[src/rtl/cpu_pkg.sv]
// cpu_pkg: opcode constants and control sequencer state types shared by the sequencer and the datapath ALU.
//   No ports. OP_* are the 5-bit IR[31:27] opcodes, state_e is the control step,
//   seq_state_t is the full sequencer state register contents.
package cpu_pkg;
    localparam logic [4:0] OP_NONE = 5'b00000;
    localparam logic [4:0] OP_ADD  = 5'b00011;
    localparam logic [4:0] OP_SUB  = 5'b00100;
    localparam logic [4:0] OP_AND  = 5'b00101;
    localparam logic [4:0] OP_OR   = 5'b00110;
    localparam logic [4:0] OP_ROR  = 5'b00111;
    localparam logic [4:0] OP_ROL  = 5'b01000;
    localparam logic [4:0] OP_SHR  = 5'b01001;
    localparam logic [4:0] OP_SHRA = 5'b01010;
    localparam logic [4:0] OP_SHL  = 5'b01011;
    localparam logic [4:0] OP_NEG  = 5'b10001;
    localparam logic [4:0] OP_NOT  = 5'b10010;

    typedef enum logic [2:0] {
        ST_IDLE, ST_T0, ST_T1, ST_T2, ST_T3, ST_T4, ST_T5, ST_HALT
    } state_e;

    // t1_held marks T1 cycles after the first one, so PCin fires only once per fetch.
    typedef struct packed {
        state_e st;
        logic   t1_held;
    } seq_state_t;
endpackage

[src/rtl/instr_decode.sv]
// instr_decode: classifies an opcode as binary ALU, unary ALU, or unsupported.
//   in  opcode[4:0]  IR[31:27]
//   out is_binary    two-operand ALU instruction
//   out is_unary     one-operand ALU instruction
//   out is_legal     either of the above
module instr_decode
    import cpu_pkg::*;
(
    input  logic [4:0] opcode,
    output logic       is_binary,
    output logic       is_unary,
    output logic       is_legal
);
    always_comb begin
        is_binary = opcode inside {OP_ADD, OP_SUB, OP_AND, OP_OR, OP_ROR,
                                   OP_ROL, OP_SHR, OP_SHRA, OP_SHL};
        is_unary  = opcode inside {OP_NEG, OP_NOT};
        is_legal  = is_binary || is_unary;
    end
endmodule

[src/rtl/control_sequencer.sv]
// control_sequencer: Moore control unit stepping fetch (T0-T2) and ALU execute/writeback (T3-T5).
//   in  Clock, Resetn (async, active low), Run, Stall, IR[31:0]
//   out datapath strobes PCout..Read, register controls Gra..Rout, op[4:0],
//       Busy (not IDLE/HALT), Done (writeback pulse), Illegal (HALT reached)
module control_sequencer
    import cpu_pkg::*;
(
    input  logic        Clock,
    input  logic        Resetn,
    input  logic        Run,
    input  logic        Stall,
    input  logic [31:0] IR,
    output logic        PCout,
    output logic        Zlowout,
    output logic        MDRout,
    output logic        MARin,
    output logic        Zin,
    output logic        PCin,
    output logic        MDRin,
    output logic        IRin,
    output logic        Yin,
    output logic        IncPC,
    output logic        Read,
    output logic        Gra,
    output logic        Grb,
    output logic        Grc,
    output logic        Rin,
    output logic        Rout,
    output logic [4:0]  op,
    output logic        Busy,
    output logic        Done,
    output logic        Illegal
);
    seq_state_t seq_q, seq_d;
    logic       is_binary, is_unary, is_legal;
    logic [4:0] opcode;
    logic       unused_ir;

    assign opcode    = IR[31:27];
    assign unused_ir = ^IR[26:0];

    instr_decode u_dec (
        .opcode    (opcode),
        .is_binary (is_binary),
        .is_unary  (is_unary),
        .is_legal  (is_legal)
    );

    always_ff @(posedge Clock or negedge Resetn) begin
        if (!Resetn) seq_q <= '{st: ST_IDLE, t1_held: 1'b0};
        else         seq_q <= seq_d;
    end

    always_comb begin
        seq_d   = seq_q;
        PCout   = 1'b0;
        Zlowout = 1'b0;
        MDRout  = 1'b0;
        MARin   = 1'b0;
        Zin     = 1'b0;
        PCin    = 1'b0;
        MDRin   = 1'b0;
        IRin    = 1'b0;
        Yin     = 1'b0;
        IncPC   = 1'b0;
        Read    = 1'b0;
        Gra     = 1'b0;
        Grb     = 1'b0;
        Grc     = 1'b0;
        Rin     = 1'b0;
        Rout    = 1'b0;
        op      = OP_NONE;
        Done    = 1'b0;
        Illegal = 1'b0;
        Busy    = !(seq_q.st inside {ST_IDLE, ST_HALT});
        case (seq_q.st)
            ST_IDLE: seq_d.st = Run ? ST_T0 : ST_IDLE;
            ST_T0: begin
                {PCout, MARin, IncPC, Zin} = '1;
                seq_d = '{st: ST_T1, t1_held: 1'b0};
            end
            ST_T1: begin
                {Zlowout, Read, MDRin} = '1;
                PCin  = !seq_q.t1_held;
                seq_d = Stall ? '{st: ST_T1, t1_held: 1'b1} : '{st: ST_T2, t1_held: 1'b0};
            end
            ST_T2: begin
                {MDRout, IRin} = '1;
                seq_d.st = ST_T3;
            end
            ST_T3: begin
                // Unsupported opcodes leave T3 with every strobe low.
                {Grb, Rout} = {2{is_legal}};
                Yin      = is_binary;
                Zin      = is_unary;
                op       = is_unary ? opcode : OP_NONE;
                seq_d.st = is_legal ? ST_T4 : ST_HALT;
            end
            ST_T4: begin
                {Grc, Zin}               = {2{is_binary}};
                Rout                     = is_binary;
                op                       = is_binary ? opcode : OP_NONE;
                {Zlowout, Gra, Rin, Done} = {4{is_unary}};
                // IR is expected stable here; a vanished opcode is treated as illegal.
                seq_d.st = is_binary ? ST_T5 : is_unary ? (Run ? ST_T0 : ST_IDLE) : ST_HALT;
            end
            ST_T5: begin
                {Zlowout, Gra, Rin, Done} = '1;
                seq_d.st = Run ? ST_T0 : ST_IDLE;
            end
            ST_HALT: Illegal = 1'b1;
            default: seq_d = '{st: ST_IDLE, t1_held: 1'b0};
        endcase
    end
endmodule
[config.mk]
export PLATFORM = sky130hd
export DESIGN_NAME = control_sequencer
export DESIGN_NICKNAME = d
export VERILOG_FILES = /design/src/rtl/cpu_pkg.sv /design/src/rtl/instr_decode.sv /design/src/rtl/control_sequencer.sv
export SDC_FILE = /design/constraint.sdc
export NUM_CORES = 1
export LEC_CHECK = 0
export CAP_MARGIN = 20
export CELL_PAD_IN_SITES_DETAIL_PLACEMENT = 0
export CELL_PAD_IN_SITES_GLOBAL_PLACEMENT = 1
export CORE_ASPECT_RATIO = 1.25
export CORE_UTILIZATION = 14
export CTS_CLUSTER_DIAMETER = 200
export DETAILED_ROUTE_END_ITERATION = 8
export PLACE_DENSITY_LB_ADDON = 0.1
export SLEW_MARGIN = 20
export SYNTH_ARGS = -nofsm -noshare
export SYNTH_HDL_FRONTEND = slang
export SYNTH_SLANG_ARGS = --single-unit
[constraint.sdc]
create_clock -name Clock -period 1.3 [get_ports Clock]
set_clock_uncertainty 0.1 [all_clocks]
set_input_delay 0.13 -clock Clock [delete_from_list [all_inputs] [get_ports Clock]]
set_output_delay 0.13 -clock Clock [all_outputs]
set_load 0.01 [all_outputs]
==> metrics, run 1 <==
Post-route DRC=0; most common cell after layout, fill and taps aside=buf_4; Slowest cell on crit path=dfrtp_1; H-tree depth=1; library cells used by synthesis=27; Worst setup SP type=flop; layout cells sized above 1=0.683; WP data arrival=1320 ps; register bit count reported by yosys=4; Worst-path clk slew=30 ps; vias in the first global route=729; fin. max-slew vios=0; Crit path max-delay family=flip-flops; Syn Std Cell Area=512 um^2; Sum Neg Setup Slack=-3830 ps; Setup-failing EPs final=26; clk_lat worst skew=roughly 220 ps; max_slew headroom=0.863; Pwr Density=2050 nW/um^2; DRT Wirelength=roughly 1900 um; die width=56.1 um; Starting Density=0.147; DPL Wire Length=1370 um; max reg flops=4; Largest regs=seq_q x4; # rows=24; die area=3900 um^2; first-pass GRT wire length=roughly 3100 um; Final period util=1.19; via count=705; status=complete, but fails checks; Worst path max stage delay=390 ps; Max Fclk=646 MHz; internal reg-to-reg setup slack=-140 ps; Routed Antenna Nets=0; CTS tree=yes; register area share after synthesis=0.196; unrepaired setup endpoints after global routing=true; Synth Warn #=0; Util after Layout=0.340; Layout area overhead=131%; WS Path Type=flop to primary output; Final Hold Viols=0; final net count=164; initial antenna violation count=0; CTS Sinks=4; worst hold slack=21.2 ps; FILL cells=approximately 400; Mapped Cells=70; Syn Nets=106; leakage=0.560 nW; Top reg by flops=seq_q; peak supply drop=~0.82 mV; placed inst area=962 um^2; worst slew pin tran=205 ps; Tot Pwr=2.43 mW; Critical Path Fanout Max=3; Initial DRT Pass Iterations=4; gp weighted congestion=0.701; Root Driver=clkbuf_8; Hold Path Class=primary input to async pin; flip-flop and latch area=slightly above 100 um^2; multi-input logic area=500 um^2; placed insts=150; WP data required=roughly 1100 ps; Place WS=-823 ps; non-filler cells in the finished layout=between 150 and 200; max-cap viol count=0; height of the die=69.6 um; PortBufs=32; final worst-path setup slack=-248 ps; failing checks=negative setup slack; Mapped Avg Cell Area=7.31 um^2; # diodes=0; largest net degree at the start of global routing=9; Top Ports=60; GR Overflow Total=0; most frequent cells in the layout=buf_4, buf_2, buf_6; CP endpoint kind=primary output; Core Footprint=around 3500 um^2; Cell Chain, Critical Path=buf_6 -> nand2b_4 -> nand3b_1 -> a31oi_1 -> buf_2; drt initial violations=4; routed len/inst=11.5 um; cts bufs inserted=3; vias per std cell=4.27; Max clock buf depth=2; post-route cell area=1180 um^2; crit path buf inv count=2; min cycle time layout=1550 ps; GRT Resource Usage Total=0.0990
[where the power goes]
part / switching, mW / total (mW) / leakage (nW) / internal [mW]
sequential: 0.0780 / 0.273 / 0.0461 / 0.195
combinational: 0.848 / 1.90 / 0.492 / 1.05
clock: 0.0603 / 0.257 / 0.0216 / 0.197
[synth_stat cells (all sizes together)]
library cell,count,area (um^2)
nor3,2,10.0
nor2b,3,18.8
o221a,1,11.3
dfrtp,4,100
mux2i,1,10.0
or2,1,6.26
and3,3,18.8
nor2,7,26.3
a211o,1,10.0
a22o,1,8.76
xor2,1,16.3
nand3b,3,22.5
and2,1,6.26
a32o,1,10.0
o21ai,2,10.0
nand3,3,15.0
nor3b,2,25.0
a21boi,1,7.51
a21o,1,7.51
buf,9,60.1
a21oi,7,35.0
nand2b,4,25.0
and3b,1,8.76
a31oi,1,6.26
nand2,9,36.3
[per-layer routing]
layer	global-route usage	vias to the layer above	share of wire
met1	0.108	327	0.41
li1	-	357	-
met4	0.0325	0	0
met2	0.185	21	0.54
met3	0.0224	0	0.046
met5	0	-	0
[area by class of cell]
cell class / count / share of cell area
multi-input cells: 57 / 0.423
repair buffers: 62 / 0.414
flip-flops and latches: 4 / 0.0867
well taps: 39 / 0.0412
clock buffers: 3 / 0.0349
[path summary, 6_finish.rpt]
path | start | endpoint | cells past startpoint
worst max-delay path | seq_q[1]$_DFFE_PN0P_ | Zin | 5
worst min-delay path | Resetn | seq_q[1]$_DFFE_PN0P_ | 1
worst max register to register | seq_q[1]$_DFFE_PN0P_ | seq_q[2]$_DFFE_PN0P_ | 6
worst min register to register | seq_q[0]$_DFFE_PN0P_ | seq_q[0]$_DFFE_PN0P_ | 2
max in group asynchronous | Resetn | seq_q[2]$_DFFE_PN0P_ | 1
min in group Clock | Stall | seq_q[0]$_DFFE_PN0P_ | 3
[logic make-up after synthesis]
group,Yosys count,share of synthesized area
multiplexers,1,0.0196
flip-flops,4,0.196
XOR/XNOR,1,0.0318
AND/OR/NAND/NOR,39,0.428
AO/OA/AOI/OAI,16,0.208
buffers and inverters,9,0.117
[what timing repair did]
item	in CTS	in global routing
gates cloned	1	0
pin swaps	15	4
gates resized for setup	136	16
hold buffers	0	0
buffers inserted	10	2
endpoints found under the setup margin	28	27
(Power assumes the default switching activity.)
==> inputs of run 2 (changes only) <==
CTS_CLUSTER_DIAMETER = unset   (was 200)
HOLD_SLACK_MARGIN = 0.08   (was unset)
==> run 2 against run 1 <==
Against the previous run: the run still ends with negative setup slack left; via count is 0.57% higher; worst hold slack improved by 400 ps; global-route usage rose by 0.077 points; largest cell class unchanged; first-iteration DRC count stayed put; fmax barely moved; largest power group unchanged.
==> metrics, run 2 (synthesis results as in run 1) <==
CTS tree=yes; Setup-failing EPs final=26; placed insts=150; Slowest cell on crit path=dfrtp_1; drt initial violations=4; WP data arrival=1320 ps; max_slew headroom=0.863; final net count=approximately 170; H-tree depth=1; peak supply drop=0.818 mV; failing checks=negative setup slack; Root Driver=clkbuf_8; initial antenna violation count=0; crit path buf inv count=2; cts bufs inserted=3; CP startpoint=seq_q[1]$_DFFE_PN0P_; multi-input logic area=500 um^2; Worst-path clk slew=30 ps; final worst-path setup slack=-248 ps; Worst Hold Path EP=seq_q[0]$_DFFE_PN0P_; WS Path Type=flop to primary output; Max clock buf depth=2; Post-route DRC=0; routed len/inst=between 10 and 15 um; vias in the first global route=737; worst hold stages=3; unrepaired setup endpoints after global routing=true; CTS Sinks=4; Pwr Density=between 2000 and 2500 nW/um^2; Final period util=1.19; Max Fclk=646 MHz; Worst setup SP type=flop; post-route cell area=1190 um^2; Cell Chain, Critical Path=buf_6 -> nand2b_4 -> nand3b_1 -> a31oi_1 -> buf_2; CP endpoint kind=primary output; R2R Path End=seq_q[2]$_DFFE_PN0P_; min cycle time layout=1550 ps; vias per std cell=between 4 and 5; Worst path max stage delay=390 ps; max reg flops=4; Initial DRT Pass Iterations=4; DPL Wire Length=1370 um; die area=between 3000 and 4000 um^2; most frequent cells in the layout=buf_4, buf_2, buf_6; # diodes=0; Critical Path Fanout Max=3; flip-flop and latch area=103 um^2; GRT Resource Usage Total=0.0998; Util after Layout=0.343; fin. max-slew vios=0; internal reg-to-reg setup slack=-140 ps; non-filler cells in the finished layout=approximately 170; first-pass GRT wire length=3160 um; WP data required=1070 ps; gp weighted congestion=0.701; Crit path max-delay family=flip-flops; FILL cells=400; Routed Antenna Nets=0; height of the die=69.6 um; Final Hold Viols=0; worst slew pin tran=205 ps; hold_sp=Stall; most common cell after layout, fill and taps aside=buf_4; status=complete, but fails checks; R2R cell count=6; PortBufs=32; placed inst area=just under 1000 um^2; largest net degree at the start of global routing=9; Hold Path Class=primary input to flop; # rows=24; via count=709; die width=56.1 um; max-cap viol count=0; Top reg by flops=seq_q; DRT Wirelength=roughly 1900 um; Largest regs=seq_q x4; Core Footprint=3480 um^2; R2R Path Start=seq_q[1]$_DFFE_PN0P_; Top Ports=60; layout cells sized above 1=0.677; leakage=between 0.5 and 0.6 nW; Place WS=-823 ps; clk_lat worst skew=220 ps; Starting Density=0.147; Layout area overhead=133%; GR Overflow Total=0
run 2: through the flow:
| step | power, mW | hold WS [ps] | setup TNS (ps) |
|---|---|---|---|
| 2_1_floorplan | 1.03 | -266 | 0 |
| 3_3_place_gp | 1.74 | 255 | -14990 |
| 3_5_place_dp | 1.73 | 252 | -15040 |
| 4_1_cts | 2.27 | 432 | -4140 |
| 5_1_grt | 2.60 | 438 | -5590 |
| 6_report | 2.43 | 420 | -3820 |
run 2: how the worst max path moves through the flow:
stage	slack, ps	end	cells past startpoint
finish	-250	Zin	5
global route	-310	Zin	5
floorplan	1	Gra	4
detailed placement	-820	Rin	5
CTS	-260	Zin	5
global placement	-830	op[0]	5
run 2: what timing repair did:
action,4_1_cts,5_1_grt
setup buffers,10,2
setup endpoints to repair,28,27
hold buffers,1,0
pin swaps,15,4
gates cloned,1,0
hold endpoints to repair,4,0
resized for setup,136,16
run 2: area by class of cell:
class | instances | area share
repair buffers | 63 | 0.419
flip-flops and latches | 4 | 0.0860
clock buffers | 3 | 0.0346
well taps | 39 | 0.0409
multi-input cells | 57 | 0.419
run 2: report_power, final:
| group | total (mW) | switching (mW) | internal (mW) |
|---|---|---|---|
| Combinational | 1.90 | 0.848 | 1.05 |
| Sequential | 0.273 | 0.0780 | 0.195 |
| Clock | 0.257 | 0.0602 | 0.197 |
run 2: worst register-to-register path, cell delays in order (launching register included):
cell and delay [ps]:
dfrtp_1 390, buf_6 130, buf_4 160, and3b_1 190
buf_4 140, nor2_2 100, o221a_1 170
run 2: metal layers:
metal / global-route usage / part of all wire / wire (um) / vias to the layer above
met2: 0.188 / 0.54 / 1030 / 21
met4: 0.0325 / 0 / 0 / 0
met3: 0.0205 / 0.045 / 85 / 0
met1: 0.109 / 0.41 / 787 / 329
li1: - / - / - / 359
met5: 0 / 0 / 0 / -
==> inputs of run 3 (changes only) <==
CORE_UTILIZATION = 17   (was 14)
CTS_BUF_LIST = sky130_fd_sc_hd__clkbuf_16   (was unset)
SKIP_CTS_REPAIR_TIMING = 1   (was unset)
clock period = 1.8 ns   (was 1.3 ns; I/O delays follow)
==> run 3 against run 2 <==
Against the previous run: the flow now finishes without violations; final cell count fell by 6.6%; flip-flop and latch count stayed put; global-route usage rose by 1.6 points; non-clock buffer count shrank 6; critical path depth is the same; clock-buffer cell count stayed put; total power down 33%; first-iteration DRC count increased by 100%; via count fell by 4.1%; combinational power is 42% lower; die area down 17%; final area is 0.52% lower; critical path type unchanged; critical endpoint is now op[0].
==> metrics, run 3 (synthesis results as in run 1) <==
peak supply drop=between 0.6 and 0.7 mV; via count=680; non-filler cells in the finished layout=155; GR Overflow Total=0; Starting Density=0.185; R2R Path End=seq_q[1]$_DFFE_PN0P_; Post-route DRC=0; # rows=21; die area=3240 um^2; DRT Wirelength=around 1800 um; Worst-path clk slew=around 30 ps; most frequent cells in the layout=dlymetal6s2s_1, buf_4, nand2_1, nor2_1, a21oi_1; Top Ports=60; most common cell after layout, fill and taps aside=dlymetal6s2s_1; Core Footprint=2760 um^2; largest net degree at the start of global routing=15; Worst path max stage delay=about 400 ps; Worst setup SP type=flop; max layer used=met4; post-route cell area=1190 um^2; drt initial violations=8; Max Fclk=about 570 MHz; layout cells sized above 1=0.355; leakage=0.877 nW; unrepaired setup endpoints after global routing=true; clk_lat worst skew=230 ps; placed inst area=972 um^2; CP endpoint kind=primary output; initial antenna violation count=0; WP data required=approximately 1500 ps; placed insts=148; Routed Antenna Nets=0; Util after Layout=0.430; Crit path max-delay family=buffers and inverters; worst hold stages=4; crit path buf inv count=3; Setup-failing EPs final=0; final net count=159; vias in the first global route=between 600 and 700; Cell Chain, Critical Path=buf_4 -> buf_4 -> nand3b_1 -> a21oi_1 -> dlymetal6s2s_1; Largest regs=seq_q x4; first-pass GRT wire length=roughly 2800 um; Layout area overhead=132%; fin. max-slew vios=0; Tot Pwr=1.63 mW; routed len/inst=11.6 um; max-cap viol count=0; Max clock buf depth=2; Worst Hold Path EP=seq_q[1]$_DFFE_PN0P_; height of the die=63.3 um; Pwr Density=around 1400 nW/um^2; # diodes=0; DPL Wire Length=1370 um; vias per std cell=4.39; Top reg by flops=seq_q; WP data arrival=1480 ps; most frequent CP cell=buf_4; hold_sp=IR[27]; met2 wire len=approximately 950 um; worst slew pin tran=248 ps; metal3 WL=88 um; Root Driver=clkbuf_16; CTS Sinks=4; Hold Path Class=primary input to flop; WS Path Type=flop to primary output; PortBufs=32; H-tree depth=1; R2R Path Start=seq_q[2]$_DFFE_PN0P_; gp weighted congestion=approximately 0.74; GRT Resource Usage Total=0.116; cts bufs inserted=3; min cycle time layout=1760 ps; die width=51.1 um; R2R cell count=4; max_slew headroom=0.835; CTS tree=yes; Initial DRT Pass Iterations=4; status=finished clean; max reg flops=4; Final Hold Viols=0; Critical Path Fanout Max=7; internal reg-to-reg setup slack=380 ps; Slowest cell on crit path=dfrtp_2; Final period util=0.979; met1 WL=between 700 and 800 um
-- run 3: cell types whose count changed in the layout (fill, tap and decap cells not counted), sizes merged --
cell / previous run / this run
dlygate4sd2: 3 / 0
dlymetal6s2s: 0 / 28
buf: 54 / 25
clkdlybuf4s15: 2 / 0
-- run 3: final cells by class --
cell class / count / area, um^2
Tap cell: 34 / 42.5
Multi-Input combinational cell: 57 / 380
Clock buffer: 3 / 75.1
Timing Repair Buffer: 57 / 587
Fill cell: 291 / 1570
Sequential cell: 4 / 103
-- run 3: layer usage --
layer,track usage,vias to the layer above
met5,0,-
met4,0.0521,0
met3,0.0386,2
met2,0.197,20
met1,0.126,315
li1,-,343
-- run 3: worst max path at each step --
stage / from / endpoint / depth (start not counted)
6_report: seq_q[1]$_DFFE_PN0P_ / op[0] / 5
5_1_grt: seq_q[1]$_DFFE_PN0P_ / op[1] / 5
4_1_cts: IR[29] / Rout / 5
3_5_place_dp: IR[29] / Grb / 5
3_3_place_gp: IR[29] / Rout / 5
2_1_floorplan: seq_q[2]$_DFFE_PN0P_ / Gra / 4
-- run 3: report_power, final --
group / internal, mW / switching [mW]
combinational: 0.627 / 0.475
clock: 0.284 / 0.0650
sequential: 0.140 / 0.0399
total: 1.05 / 0.580
-- run 3: through the flow --
step           worst slack, ps  hold slack, ps  TNS [ps]
3_5_place_dp              -451             300     -6100
6_report                  37.7             386         0
5_1_grt                  -39.0             430     -57.7
3_3_place_gp              -451             297     -6010
2_1_floorplan              229            -216         0
4_1_cts                   -456            59.3     -7870
-- run 3: worst reg2reg max path: stages (launching register included) --
cell and delay [ps]:
dfrtp_1 390, buf_6 160, or2_2 290, a21o_1 170, a32o_1 190
